### src/rtl/alu_pkg.sv
// alu_pkg: shared opcodes, flag bit positions and default datapath width for the ALU result stage
package alu_pkg;
   localparam int WIDTH_DEF = 16;
   typedef enum logic [2:0] {
      OP_NOT = 3'd0,
      OP_AND = 3'd1,
      OP_OR  = 3'd2,
      OP_XOR = 3'd3,
      OP_ADD = 3'd4,
      OP_SUB = 3'd5,
      OP_RS6 = 3'd6,
      OP_RS7 = 3'd7
   } op_e;
   localparam int FLG_Z = 0;
   localparam int FLG_N = 1;
   localparam int FLG_C = 2;
   localparam int FLG_V = 3;
endpackage

### src/rtl/alu_result_stage_if.sv
// alu_result_stage_if: upstream/downstream handshake bus plus accumulator and counter taps
interface alu_result_stage_if #(
   parameter int WIDTH = 16,
   parameter int CNT_W = 16
);
   logic             in_valid;
   logic             in_ready;
   logic [2:0]       in_op;
   logic [WIDTH-1:0] in_a;
   logic [WIDTH-1:0] in_b;
   logic [WIDTH-1:0] in_result;
   logic             in_cout;
   logic             in_acc_we;
   logic             out_valid;
   logic             out_ready;
   logic [WIDTH-1:0] out_result;
   logic [3:0]       out_flags;
   logic             out_err;
   logic [WIDTH-1:0] acc;
   logic [CNT_W-1:0] op_count;
   modport master (
      output in_valid, in_op, in_a, in_b, in_result, in_cout, in_acc_we, out_ready,
      input  in_ready, out_valid, out_result, out_flags, out_err, acc, op_count
   );
   modport slave (
      input  in_valid, in_op, in_a, in_b, in_result, in_cout, in_acc_we, out_ready,
      output in_ready, out_valid, out_result, out_flags, out_err, acc, op_count
   );
endinterface

### src/rtl/alu_flag_gen.sv
// alu_flag_gen: combinational Z/N/C/V status and reserved-opcode error from a function-unit result
module alu_flag_gen
   import alu_pkg::*;
#(
   parameter int WIDTH = WIDTH_DEF
) (
   input  logic [2:0]       op_i,
   input  logic             a_msb_i,
   input  logic             b_msb_i,
   input  logic [WIDTH-1:0] result_i,
   input  logic             cout_i,
   output logic [3:0]       flags_o,
   output logic             err_o
);
   logic r_msb;
   always_comb begin
      r_msb          = result_i[WIDTH-1];
      err_o          = op_i > OP_SUB;
      flags_o        = '0;
      flags_o[FLG_Z] = result_i == '0;
      flags_o[FLG_N] = r_msb;
      flags_o[FLG_C] = (op_i == OP_ADD || op_i == OP_SUB) && cout_i;
      flags_o[FLG_V] = op_i == OP_ADD ? (a_msb_i == b_msb_i) && (r_msb != a_msb_i) :
                       op_i == OP_SUB ? (a_msb_i != b_msb_i) && (r_msb != a_msb_i) : 1'b0;
   end
endmodule

### src/rtl/alu_result_stage.sv
// alu_result_stage: registered result/flag FIFO, accumulator feedback and accepted-op counter
module alu_result_stage
   import alu_pkg::*;
#(
   parameter int WIDTH = WIDTH_DEF,
   parameter int DEPTH = 2,
   parameter int CNT_W = 16
) (
   input logic               clk,
   input logic               rst_n,
   alu_result_stage_if.slave bus
);
   localparam int AW = $clog2(DEPTH);
   localparam logic [AW:0] FULL = (AW+1)'(DEPTH);
   logic [WIDTH-1:0] res_q [DEPTH];
   logic [3:0]       flg_q [DEPTH];
   logic [DEPTH-1:0] err_q;
   logic [AW-1:0]    wr_q, wr_d, rd_q, rd_d;
   logic [AW:0]      cnt_q, cnt_d;
   logic [WIDTH-1:0] acc_q, acc_d;
   logic [CNT_W-1:0] opc_q, opc_d;
   logic [3:0]       flags;
   logic             err, push, pop;
   alu_flag_gen #(.WIDTH(WIDTH)) u_flag (
      .op_i     (bus.in_op),
      .a_msb_i  (bus.in_a[WIDTH-1]),
      .b_msb_i  (bus.in_b[WIDTH-1]),
      .result_i (bus.in_result),
      .cout_i   (bus.in_cout),
      .flags_o  (flags),
      .err_o    (err)
   );
   // in_ready depends only on the registered occupancy, never on out_ready
   always_comb begin
      push  = bus.in_valid && cnt_q != FULL;
      pop   = cnt_q != '0 && bus.out_ready;
      wr_d  = push ? wr_q + 1'b1 : wr_q;
      rd_d  = pop ? rd_q + 1'b1 : rd_q;
      cnt_d = cnt_q + (AW+1)'(push) - (AW+1)'(pop);
      acc_d = push && bus.in_acc_we && !err ? bus.in_result : acc_q;
      opc_d = opc_q + CNT_W'(push);
   end
   always_ff @(posedge clk) begin
      if (!rst_n) begin
         for (int i = 0; i < DEPTH; i++) begin
            res_q[i] <= '0;
            flg_q[i] <= '0;
         end
         err_q <= '0;
         wr_q  <= '0;
         rd_q  <= '0;
         cnt_q <= '0;
         acc_q <= '0;
         opc_q <= '0;
      end else begin
         if (push) begin
            res_q[wr_q] <= bus.in_result;
            flg_q[wr_q] <= flags;
            err_q[wr_q] <= err;
         end
         wr_q  <= wr_d;
         rd_q  <= rd_d;
         cnt_q <= cnt_d;
         acc_q <= acc_d;
         opc_q <= opc_d;
      end
   end
   assign bus.in_ready   = cnt_q != FULL;
   assign bus.out_valid  = cnt_q != '0;
   assign bus.out_result = res_q[rd_q];
   assign bus.out_flags  = flg_q[rd_q];
   assign bus.out_err    = err_q[rd_q];
   assign bus.acc        = acc_q;
   assign bus.op_count   = opc_q;
endmodule
### src/flat_wrapper.sv
// flat-port wrapper written by rule: the top's interface ports become plain ports
module alu_result_stage_flat import alu_pkg::*;
#(
   parameter int WIDTH = WIDTH_DEF,
   parameter int DEPTH = 2,
   parameter int CNT_W = 16
)
  (clk, rst_n, bus_in_valid, bus_in_op, bus_in_a, bus_in_b, bus_in_result, bus_in_cout, bus_in_acc_we, bus_out_ready, bus_in_ready, bus_out_valid, bus_out_result, bus_out_flags, bus_out_err, bus_acc, bus_op_count);
  alu_result_stage_if #(.WIDTH(WIDTH), .CNT_W(CNT_W)) bus_i ();
  input logic clk;
  input logic rst_n;
  input wire logic [$bits(bus_i.in_valid)-1:0] bus_in_valid;
  input wire logic [$bits(bus_i.in_op)-1:0] bus_in_op;
  input wire logic [$bits(bus_i.in_a)-1:0] bus_in_a;
  input wire logic [$bits(bus_i.in_b)-1:0] bus_in_b;
  input wire logic [$bits(bus_i.in_result)-1:0] bus_in_result;
  input wire logic [$bits(bus_i.in_cout)-1:0] bus_in_cout;
  input wire logic [$bits(bus_i.in_acc_we)-1:0] bus_in_acc_we;
  input wire logic [$bits(bus_i.out_ready)-1:0] bus_out_ready;
  output wire logic [$bits(bus_i.in_ready)-1:0] bus_in_ready;
  output wire logic [$bits(bus_i.out_valid)-1:0] bus_out_valid;
  output wire logic [$bits(bus_i.out_result)-1:0] bus_out_result;
  output wire logic [$bits(bus_i.out_flags)-1:0] bus_out_flags;
  output wire logic [$bits(bus_i.out_err)-1:0] bus_out_err;
  output wire logic [$bits(bus_i.acc)-1:0] bus_acc;
  output wire logic [$bits(bus_i.op_count)-1:0] bus_op_count;
  assign bus_i.in_valid = bus_in_valid;
  assign bus_i.in_op = bus_in_op;
  assign bus_i.in_a = bus_in_a;
  assign bus_i.in_b = bus_in_b;
  assign bus_i.in_result = bus_in_result;
  assign bus_i.in_cout = bus_in_cout;
  assign bus_i.in_acc_we = bus_in_acc_we;
  assign bus_i.out_ready = bus_out_ready;
  assign bus_in_ready = bus_i.in_ready;
  assign bus_out_valid = bus_i.out_valid;
  assign bus_out_result = bus_i.out_result;
  assign bus_out_flags = bus_i.out_flags;
  assign bus_out_err = bus_i.out_err;
  assign bus_acc = bus_i.acc;
  assign bus_op_count = bus_i.op_count;
  alu_result_stage #(.WIDTH(WIDTH), .DEPTH(DEPTH), .CNT_W(CNT_W)) u_core (.clk(clk), .rst_n(rst_n), .bus(bus_i));
endmodule
### config.mk
export PLATFORM = sky130hd
export DESIGN_NAME = alu_result_stage_flat
export DESIGN_NICKNAME = d
export VERILOG_FILES = /design/src/rtl/alu_pkg.sv /design/src/rtl/alu_result_stage_if.sv /design/src/rtl/alu_flag_gen.sv /design/src/rtl/alu_result_stage.sv /design/src/flat_wrapper.sv
export SDC_FILE = /design/constraint.sdc
export NUM_CORES = 1
export LEC_CHECK = 0
export CORE_MARGIN = 5
export CORE_UTILIZATION = 28
export CTS_BUF_LIST = sky130_fd_sc_hd__clkbuf_4 sky130_fd_sc_hd__clkbuf_8
export CTS_CLUSTER_DIAMETER = 60
export DETAILED_ROUTE_END_ITERATION = 10
export PLACE_DENSITY = 0.62
export SYNTH_ARGS = -nofsm -noshare
export SYNTH_HDL_FRONTEND = slang
export SYNTH_SLANG_ARGS = --single-unit
### constraint.sdc
create_clock -name clk -period 3.23 [get_ports clk]
set_input_delay 0.646 -clock clk [delete_from_list [all_inputs] [get_ports clk]]
set_output_delay 0.646 -clock clk [all_outputs]
set_load 0.02 [all_outputs]
[Word-level counts from Yosys, hierarchy flattened]
Memory sizes are Yosys's and may differ from the RTL's. A register that Yosys moved wholly into a read port is not among the register bits.
Index checks and enable logic that the tools add are counted.
Widths: inputs -> output; s select.
Storage, ports and cells
  flip-flop bits (word level): 38
  RAM bits: 40
  output and inout bits: 55
  logic and storage cells: 58
  memories kept: 2
Memories
  u_core.res_q: words 2, width 16, rd ports 1, clocked after memory_dff 1, write ports 2, RTL line alu_result_stage.sv:15  | logic [WIDTH-1:0] res_q [DEPTH];
  u_core.flg_q: words 2, width 4, rd ports 1, clocked after memory_dff 1, write ports 2, RTL line alu_result_stage.sv:16  | logic [3:0] flg_q [DEPTH];
Cells by class
  $add $sub $neg: 5
  order comparisons: 4
  eq/ne operators: 6
  multiplexer cells: 21
  reductions and logical operators: 14
Operator list (count)
  $mux 1: 17
  $add 16x1->16: 1
  $logic_not 16->1: 1
  $mux 16: 1
  $reduce_or 16->1: 1
  $logic_and 1x1->1: 8
  $eq 3x3->1 const B: 2
  $lt 1x2->1 const B: 2
  $mux 4: 1
  $reduce_or 4->1: 1
  $gt 3x3->1 const B: 1
  $add 1x1->1 const B: 2
  $add 2x1->2: 1
  $bwmux 2: 1
  $ne 1x1->1: 2
  $ne 2x2->1 const B: 1
  $reduce_bool 2->1: 1
  $sub 2x1->2: 1
  $demux 1 s1: 1
  $eq 1x1->1: 1
  $ge 1x1->1 const B: 1
  $logic_not 1->1: 1
  $logic_or 1x1->1: 1

[Logic depth before layout (Yosys ltp)]
Gate-level depths: netlist (run 1).
  depth in word-level cells: 7
  mapped depth: 9
  depth with buffers taken out: 7

[Modules after synthesis]
From an unflattened synthesis (run 1), not the netlist that was laid out.
Unflattened totals
  cells, all modules: 319
  area total of the unflattened synthesis: 3568.4 um2
Modules (own cells, without submodules)
  alu_result_stage: instances 1, cells each 307, area each 3464.6 um2, sequential area each 1981.9 um2
  alu_flag_gen: instances 1, cells each 12, area each 103.8 um2, sequential area each 0.0 um2

[Least setup slack after synthesis (run 1)]
Ideal clock, no wire load.
  path kind: input to register
  start: input bus_in_valid
  end: memory u_core.flg_q[1][0], enable pin
  library setup time: 0.425 ns
  arrival time: 2.493 ns
  slack: 0.312 ns
  stages on the path: 3
  buffers on the path: 1
  cell sequence: inv_1 -> clkbuf_1 -> o31ai_1
RTL lines
  start: declaration: RTL line flat_wrapper.sv:12  | input wire logic [$bits(bus_i.in_valid)-1:0] bus_in_valid;
  end: declaration: RTL line alu_result_stage.sv:16

[Worst setup path in the final report (run 1)]
  start: register u_core.cnt_q[1]
  end: output bus_in_ready
On the way
  longest elaborated chain between the ends: 1
RTL lines
  start: declaration: RTL line alu_result_stage.sv:19  | logic [AW:0] cnt_q, cnt_d;
  start signal: assignment: RTL line alu_result_stage.sv:63  | cnt_q <= cnt_d;
  $ne 2x2->1: RTL line alu_result_stage.sv:68  | assign bus.in_ready = cnt_q != FULL;
  end: declaration: RTL line flat_wrapper.sv:20  | output wire logic [$bits(bus_i.in_ready)-1:0] bus_in_ready;
Every way passes these cells.

==> reports/results.ini, run 1 <==
[global_route]
grt_overflow=0
grt_usage=0.121
grt_max_degree=24
grt_pass1_vias=2761
antenna_found_initial=0
grt_pass1_wl_um=14300

[synth]
synth_cell_types=38
synth_area_leaders=edfxtp_1, dfxtp_1, mux2_2
netlist.area_leader.share=0.323
avgSynthCellArea_um2=11.2
syn_nets=378
syn_inst=316
synth_top_flop_cell=dfxtp_1
yosysTopAreaCell=edfxtp_1
yosys-top-cells-count=dfxtp_1, edfxtp_1, and2_1, a21oi_1, nand4_1
synth-seq-area-share=0.544
synth_warnings=0
synth.most_common_cell=dfxtp_1
synth-seq-cells=77
synth_edf_count=38
netlist_area_um2=3530
async_reset_ff_frac=0

[sta]
maxClockFrequency_ghz=0.392
rsz0062_at_grt=no
maxSlewViolCount=0
timing.final.ws_setup_ns=0.676
slew_headroom=0.478
min_period_over_period=0.791
worstMarginPinSlew_ns=0.777
finalSetupViolations=0
hold_viol_final=0
finalClockSkew_ns=0.00834
timing.final.crit_period_ns=2.55
fin_setup_tns_ns=0

[power_and_ir_drop]
p_comb_frac=0.315
seq_power_share=0.439
power_leakage_uw=0.00162
p_int_uw=1830
switching_share=0.325
p_switching_uw=884
ir_drop_uv=185
powerDensity_nw_per_um2=576
fin_total_pwr_uw=2720
pwr-share-clk=0.246

[die]
io_pins=112
rows=41
start_util=0.282
die_w_um=122
core_um2=12500
dieArea_um2=15000
die_h_um=122

[clock_network]
postCtsSetupBuffers=0
clockRootBuffer=clkbuf_8
clk_path_buf_depth=2
postCtsResizedCells=0
cts_tree=done
cts_max_level=3
cts_buffers=9
clkSinkCount=77
hold_buffers=0
clock_latency_ns=0.35
cts.clk_slew.worst_paths_ns=0.08

[route]
dr.pass1.iters=4
drtIter0Drc=107
drc=0
wl_per_cell_um=15.6
routed_wl_um=8930
via_per_inst=4.81
vias=2754
ant_nets=0

[worst_hold_path]
hold_depth=2
hold_path_class=flip-flop to flip-flop
hold_start=u_core.err_q[0]
holdPathEnd=u_core.err_q[0]

[worst_setup_path]
cp-end-kind=output pin
worst_ep_arrival_time_ns=1.91
rrSetupSlack_ns=1.22
cp_cell_sequence=nor2b_2 > buf_4 > inv_1 > clkdlybuf4s50_1
worst_path_max_delay_cell=clkdlybuf4s50_1
cp.required_ns=2.58
reg2reg_from=u_core.cnt_q[1]
start_kind=flip-flop
rr_worst_depth=7
worstReg2RegEnd=u_core.bus.op_count[10]
setup.worst_path.start=u_core.cnt_q[1]
cpPeakStageDelay_ns=0.56
crit_type=flip-flop to output pin
cp_max_fo=23

[placed_design]
place_worst_setup_slack_ns=0.483
gp_congestion=0.765
portBuffers=81
hpwl_um=6180

[cells_and_area]
antennaDiodeCount=0
multi_input_area_um2=1490
fillers=1282
final_nets=458
syn2layout_area_growth_pct=33.5
drive_gt1_frac=0.150
regArea_um2=1920

[flow_run]
cap_violations=0

[run_status]
status=complete, no violations

## worst max-delay path by stage
stage	endpoint	slack [ns]	cells after the start
after floorplan	u_core.flg_q[1][0]	0.31	3
after global placement	u_core.bus.op_count[10]	0.51	8
after detailed placement	u_core.bus.op_count[10]	0.48	8
after CTS	bus_out_flags[1]	0.65	3
after global routing	bus_in_ready	0.55	4
final	bus_in_ready	0.68	4
## cells by family after synthesis
group / count (synthesis) / synth area share
buf+inv: 30 / 0.0407
xor+xnor: 6 / 0.0149
flops: 77 / 0.544
mux: 25 / 0.0779
simple gates: 117 / 0.206
compound gates: 56 / 0.0995
fa+ha+maj: 5 / 0.0177
## registers in the layout (all words and copies together) (netlist names), named ones only
register / cells
u_core.rd_q: 1
u_core.bus.op_count: 16
u_core.err_q: 2
u_core.bus.acc: 16
u_core.wr_q: 1
u_core.cnt_q: 2
u_core.res_q: 30
u_core.flg_q: 8
## stage by stage
step	area (um^2)	utilization	std cells	hold slack, ns
2_1_floorplan	3530	-	316	0.445
3_3_place_gp	4540	0.363	557	0.456
3_5_place_dp	4540	0.363	557	0.457
4_1_cts	4720	0.377	573	0.478
5_1_grt	4720	0.377	573	0.491
6_report	4720	0.377	573	0.475
## critical path, delay by kind of cell (launching register included)
family | cells | cell delay, ns
flops | 1 | 0.39
simple gates | 1 | 0.17
buf+inv | 3 | 1.00
## metal layers
layer | track usage | up-vias | routed length (um)
met3 | 0.0355 | 14 | 699
met2 | 0.194 | 96 | 4110
met4 | 0.0441 | 0 | 136
met1 | 0.155 | 1316 | 3990
met5 | 0 | - | 0
li1 | - | 1328 | -
## layout make-up
cell class / count / area share
clock buffer: 10 / 0.0279
clock inverter: 6 / 0.0101
inverter: 8 / 0.00637
multi-input combinational: 209 / 0.315
sequential: 77 / 0.407
tap: 172 / 0.0456
timing repair buffer: 91 / 0.188
## placed cells by master, fill, tap and decap left out, drive strengths merged, types with 11 or more instances in the layout
cell type       n
nor2           11
edfxtp         38
mux2           20
and2           37
dfxtp          39
a21oi          25
clkdlybuf4s50  81
o31ai          22
nor4           11
nand4          25
## power groups by stage
| stage | sequential (uW) | combinational [uW] | clock (uW) |
|---|---|---|---|
| 2_1_floorplan | 1230 | 491 | 0 |
| 3_3_place_gp | 1210 | 854 | 0 |
| 3_5_place_dp | 1220 | 867 | 0 |
| 4_1_cts | 1200 | 872 | 688 |
| 5_1_grt | 1210 | 928 | 728 |
| 6_report | 1190 | 856 | 668 |
(Power assumes the default switching activity.)
==> run 2, diff against run 1 <==
- PLACE_DENSITY: 0.62 -> 0.64
- clock period: 3.23 -> 2.3 ns (I/O delays scaled with it)
==> reports/results.ini, run 2 (synthesis results as in run 1) <==
[clock_network]
cts_tree=done
clkSinkCount=77
cts_max_level=3
clk_path_buf_depth=2
cts_buffers=9
cts.clk_slew.worst_paths_ns=0.10
clockRootBuffer=clkbuf_8
clock_latency_ns=0.37

[power_and_ir_drop]
switching_share=0.335
p_int_uw=2540
ir_drop_uv=237
power_leakage_uw=0.00172
p_switching_uw=1280
powerDensity_nw_per_um2=799
seq_power_share=0.442
fin_total_pwr_uw=3820
pwr-share-clk=0.253
p_comb_frac=0.305

[cells_and_area]
largest_reg_flops=30
antennaDiodeCount=0
final_nets=464
fillers=1264
final_common_cell=clkdlybuf4s50_1
regArea_um2=1920
drive_gt1_frac=0.165
multi_input_area_um2=1490
regMostFlops=u_core.res_q
final_cell_mix=clkdlybuf4s50_1, dfxtp_1, edfxtp_1
syn2layout_area_growth_pct=35.4

[sta]
min_period_over_period=0.925
whs_ns=0.486
finalSetupViolations=0
finalClockSkew_ns=0.0127
hold_viol_final=0
slew_headroom=0.703
worstMarginPinSlew_ns=0.445
timing.final.crit_period_ns=2.13
rsz0062_at_grt=no
fin_setup_tns_ns=0
maxSlewViolCount=0
maxClockFrequency_ghz=0.470

[route]
drtIter0Drc=157
drc=0
routed_wl_um=9120
wl_per_cell_um=15.7
dr.pass1.iters=4
via_per_inst=4.79
vias=2771
ant_nets=0

[worst_setup_path]
worst_ep_arrival_time_ns=1.67
cp_top_family=buffers and inverters
cpPeakStageDelay_ns=0.54
cp.required_ns=1.84
worstReg2RegEnd=u_core.bus.op_count[10]
cp_cell_sequence=mux2_2 > clkdlybuf4s50_1
cp.depth=2
cp-end-kind=output pin
rr_worst_depth=8
rrSetupSlack_ns=0.35
critPathBufInv=1
reg2reg_from=u_core.cnt_q[1]
crit_type=flip-flop to output pin
worst_path_max_delay_cell=clkdlybuf4s50_1
start_kind=flip-flop
endpoint=bus_out_result[2]
cp_max_fo=4

[global_route]
grt_pass1_vias=2892
grt_usage=0.128
met2_usage=0.213
grt_pass1_wl_um=14800
grt_max_degree=26
met3_usage=0.0401
antenna_found_initial=0
grt_overflow=0
met1_usage=0.153
top_usage_layer=met2

[die]
io_pins=112
core_um2=12500
die_h_um=122
start_util=0.282
dieArea_um2=15000
die_w_um=122
rows=41

[placed_design]
hpwl_um=6430
portBuffers=81
gp_congestion=0.756

[flow_run]
cap_violations=0

[run_status]
status=complete, no violations

[worst_hold_path]
hold_depth=2
hold_path_class=flip-flop to flip-flop

run 2: stage by stage:
step	worst slack (ns)	cells	util	area, um^2
after floorplan	0.151	316	-	3540
after global routing	0.0393	579	0.382	4780
after global placement	-0.131	563	0.369	4620
after detailed placement	-0.149	563	0.369	4620
after CTS	0.117	579	0.382	4780
final	0.172	579	0.382	4780
run 2: worst min path at each step:
stage / startpoint / end / slack (ns)
2_1_floorplan: u_core.err_q[1] / u_core.err_q[1] / 0.44
3_3_place_gp: u_core.err_q[1] / u_core.err_q[1] / 0.45
3_5_place_dp: u_core.bus.acc[5] / u_core.bus.acc[5] / 0.47
4_1_cts: u_core.bus.acc[5] / u_core.bus.acc[5] / 0.49
5_1_grt: u_core.bus.acc[11] / u_core.bus.acc[11] / 0.51
6_report: u_core.bus.acc[5] / u_core.bus.acc[5] / 0.49
run 2: layout make-up:
cell class | count | share of cell area
inverter | 8 | 0.00628
clock buffer | 9 | 0.0259
timing repair buffer | 97 | 0.198
multi-input combinational | 209 | 0.310
sequential | 77 | 0.402
tap | 172 | 0.0450
clock inverter | 7 | 0.0126
run 2: worst register-to-register path, stage by stage (launching register included):
cell	delay [ns]
dfxtp_1	0.34
nor2b_2	0.18
nor2_1	0.10
buf_4	0.14
ha_1	0.14
ha_1	0.19
nand3_2	0.16
or4_1	0.50
a21oi_1	0.15
run 2: power by group through the flow:
stage	clock network, uW	logic (uW)	registers [uW]
after floorplan	0	692	1730
after global placement	0	1240	1720
after detailed placement	0	1250	1720
after CTS	1010	1190	1690
after global routing	1070	1270	1710
final	968	1170	1690
run 2: per-layer routing:
layer	vias up	part of all wire
li1	1348	-
met1	1317	0.44
met2	94	0.49
met3	12	0.064
met4	0	0.013
met5	-	0
run 2: timing repair:
action,CTS,global route
resized for setup,18,0
hold buffers,0,0
setup buffers,0,0
setup endpoints to repair,17,0
==> run 3, diff against run 2 <==
- PLACE_DENSITY: 0.64 -> 0.59
- SLEW_MARGIN: default -> 20
==> reports/results.ini, run 3 (synthesis results as in run 1) <==
[worst_setup_path]
start_kind=flip-flop
cp-end-kind=output pin
cp.required_ns=1.84
worst_ep_arrival_time_ns=1.77
crit_type=flip-flop to output pin
cp_max_fo=19

[sta]
min_period_over_period=0.969
fin_setup_tns_ns=0
slew_headroom=0.685
worstMarginPinSlew_ns=0.472
finalSetupViolations=0
timing.final.crit_period_ns=2.23
rsz0062_at_grt=no
finalClockSkew_ns=0.0124
maxSlewViolCount=0
hold_viol_final=0
maxClockFrequency_ghz=0.449

[global_route]
top_usage_layer=met2
met1_usage=0.150
met2_usage=0.215
grt_max_degree=25
grt_pass1_vias=2766
grt_overflow=0
antenna_found_initial=0
met3_usage=0.0364
grt_usage=0.125
grt_pass1_wl_um=14600

[die]
die_w_um=122
rows=41
io_pins=112
start_util=0.282
die_h_um=122
dieArea_um2=15000
core_um2=12500

[route]
dr.pass1.iters=4
ant_nets=0
wl_per_cell_um=15.9
vias=2761
routed_wl_um=9220
drc=0
via_per_inst=4.75
drtIter0Drc=111

[worst_hold_path]
hold_path_class=flip-flop to flip-flop

[cells_and_area]
drive_gt1_frac=0.166
regMostFlops=u_core.res_q
final_cell_mix=clkdlybuf4s50_1, dfxtp_1, edfxtp_1
final_nets=466
regArea_um2=1920
largest_reg_flops=30
final_area_um2=4870
final_common_cell=clkdlybuf4s50_1
syn2layout_area_growth_pct=37.9
multi_input_area_um2=1480
antennaDiodeCount=0
fillers=1258

[power_and_ir_drop]
p_comb_frac=0.301
p_int_uw=2790
seq_power_share=0.416
ir_drop_uv=379
fin_total_pwr_uw=4040
power_leakage_uw=0.00192
powerDensity_nw_per_um2=829
p_switching_uw=1250
switching_share=0.309
pwr-share-clk=0.283

[clock_network]
clk_path_buf_depth=2
cts.clk_slew.worst_paths_ns=0.08
cts_tree=done
clkSinkCount=77
postCtsSetupBuffers=0
hold_buffers=0
cts_max_level=3
clock_latency_ns=0.35
cts_buffers=9
clockRootBuffer=clkbuf_8

[placed_design]
postPlaceCellArea_um2=4610
portBuffers=81
hpwl_um=6450
gp_congestion=0.788

[run_status]
status=complete, no violations

[flow_run]
cap_violations=0

## run 3: cell types whose count changed in the layout (fill, tap and decap cells not counted), moves of 2 or more
cell / previous run / this run
buf_4: 13 / 16
clkinv_4: 2 / 0
dlygate4sd2_1: 17 / 2
bufinv_16: 0 / 2
dlymetal6s2s_1: 0 / 16
## run 3: final timing paths
| check | slack, ns | depth (start not counted) | to | from |
|---|---|---|---|---|
| worst max register to register | 0.31 | 6 | u_core.bus.op_count[13] | u_core.cnt_q[1] |
| worst min-delay path | 0.47 | 2 | u_core.bus.op_count[15] | u_core.bus.op_count[15] |
| worst min register to register | 0.47 | 2 | u_core.bus.op_count[15] | u_core.bus.op_count[15] |
| worst max-delay path | 0.07 | 3 | bus_out_result[5] | flip-flop |
## run 3: area by class of cell
type / count / area share
Timing Repair Buffer: 99 / 0.207
Multi-Input combinational cell: 209 / 0.303
Tap cell: 172 / 0.0442
Clock inverter: 7 / 0.0200
Inverter: 8 / 0.00616
Clock buffer: 9 / 0.0254
Sequential cell: 77 / 0.394
## run 3: routing by layer
| metal | part of all wire | vias to the layer above | wire (um) |
|---|---|---|---|
| li1 | - | 1347 | - |
| met1 | 0.44 | 1326 | 4100 |
| met2 | 0.49 | 78 | 4490 |
| met3 | 0.060 | 10 | 554 |
| met4 | 0.0089 | 0 | 82 |
| met5 | 0 | - | 0 |
## run 3: what timing repair did
item / in CTS / in global routing
pin swaps: 0 / 0
endpoints found under the setup margin: 2 / 16
gates resized for setup: 2 / 16
## run 3: power groups by stage
stage	sequential (uW)	clock [uW]	combinational (uW)
4_1_cts	1680	1180	1270
2_1_floorplan	1730	0	692
3_3_place_gp	1710	0	1250
6_report	1680	1140	1210
5_1_grt	1700	1230	1300
3_5_place_dp	1710	0	1270
## run 3: through the flow
stage                     setup slack, ns   util  hold slack [ns]  cells
after floorplan                     0.151      -            0.445    316
after global placement             -0.141  0.369            0.457    565
after detailed placement           -0.204  0.369            0.462    565
after CTS                        0.000617  0.386            0.483    581
after global routing              0.00205  0.389            0.499    581
final                              0.0712  0.389            0.475    581
## run 3: critical path: stages (launching register included)
cell	delay, ns
dfxtp_1	0.36
buf_12	0.18
mux2_2	0.34
clkdlybuf4s50_1	0.54
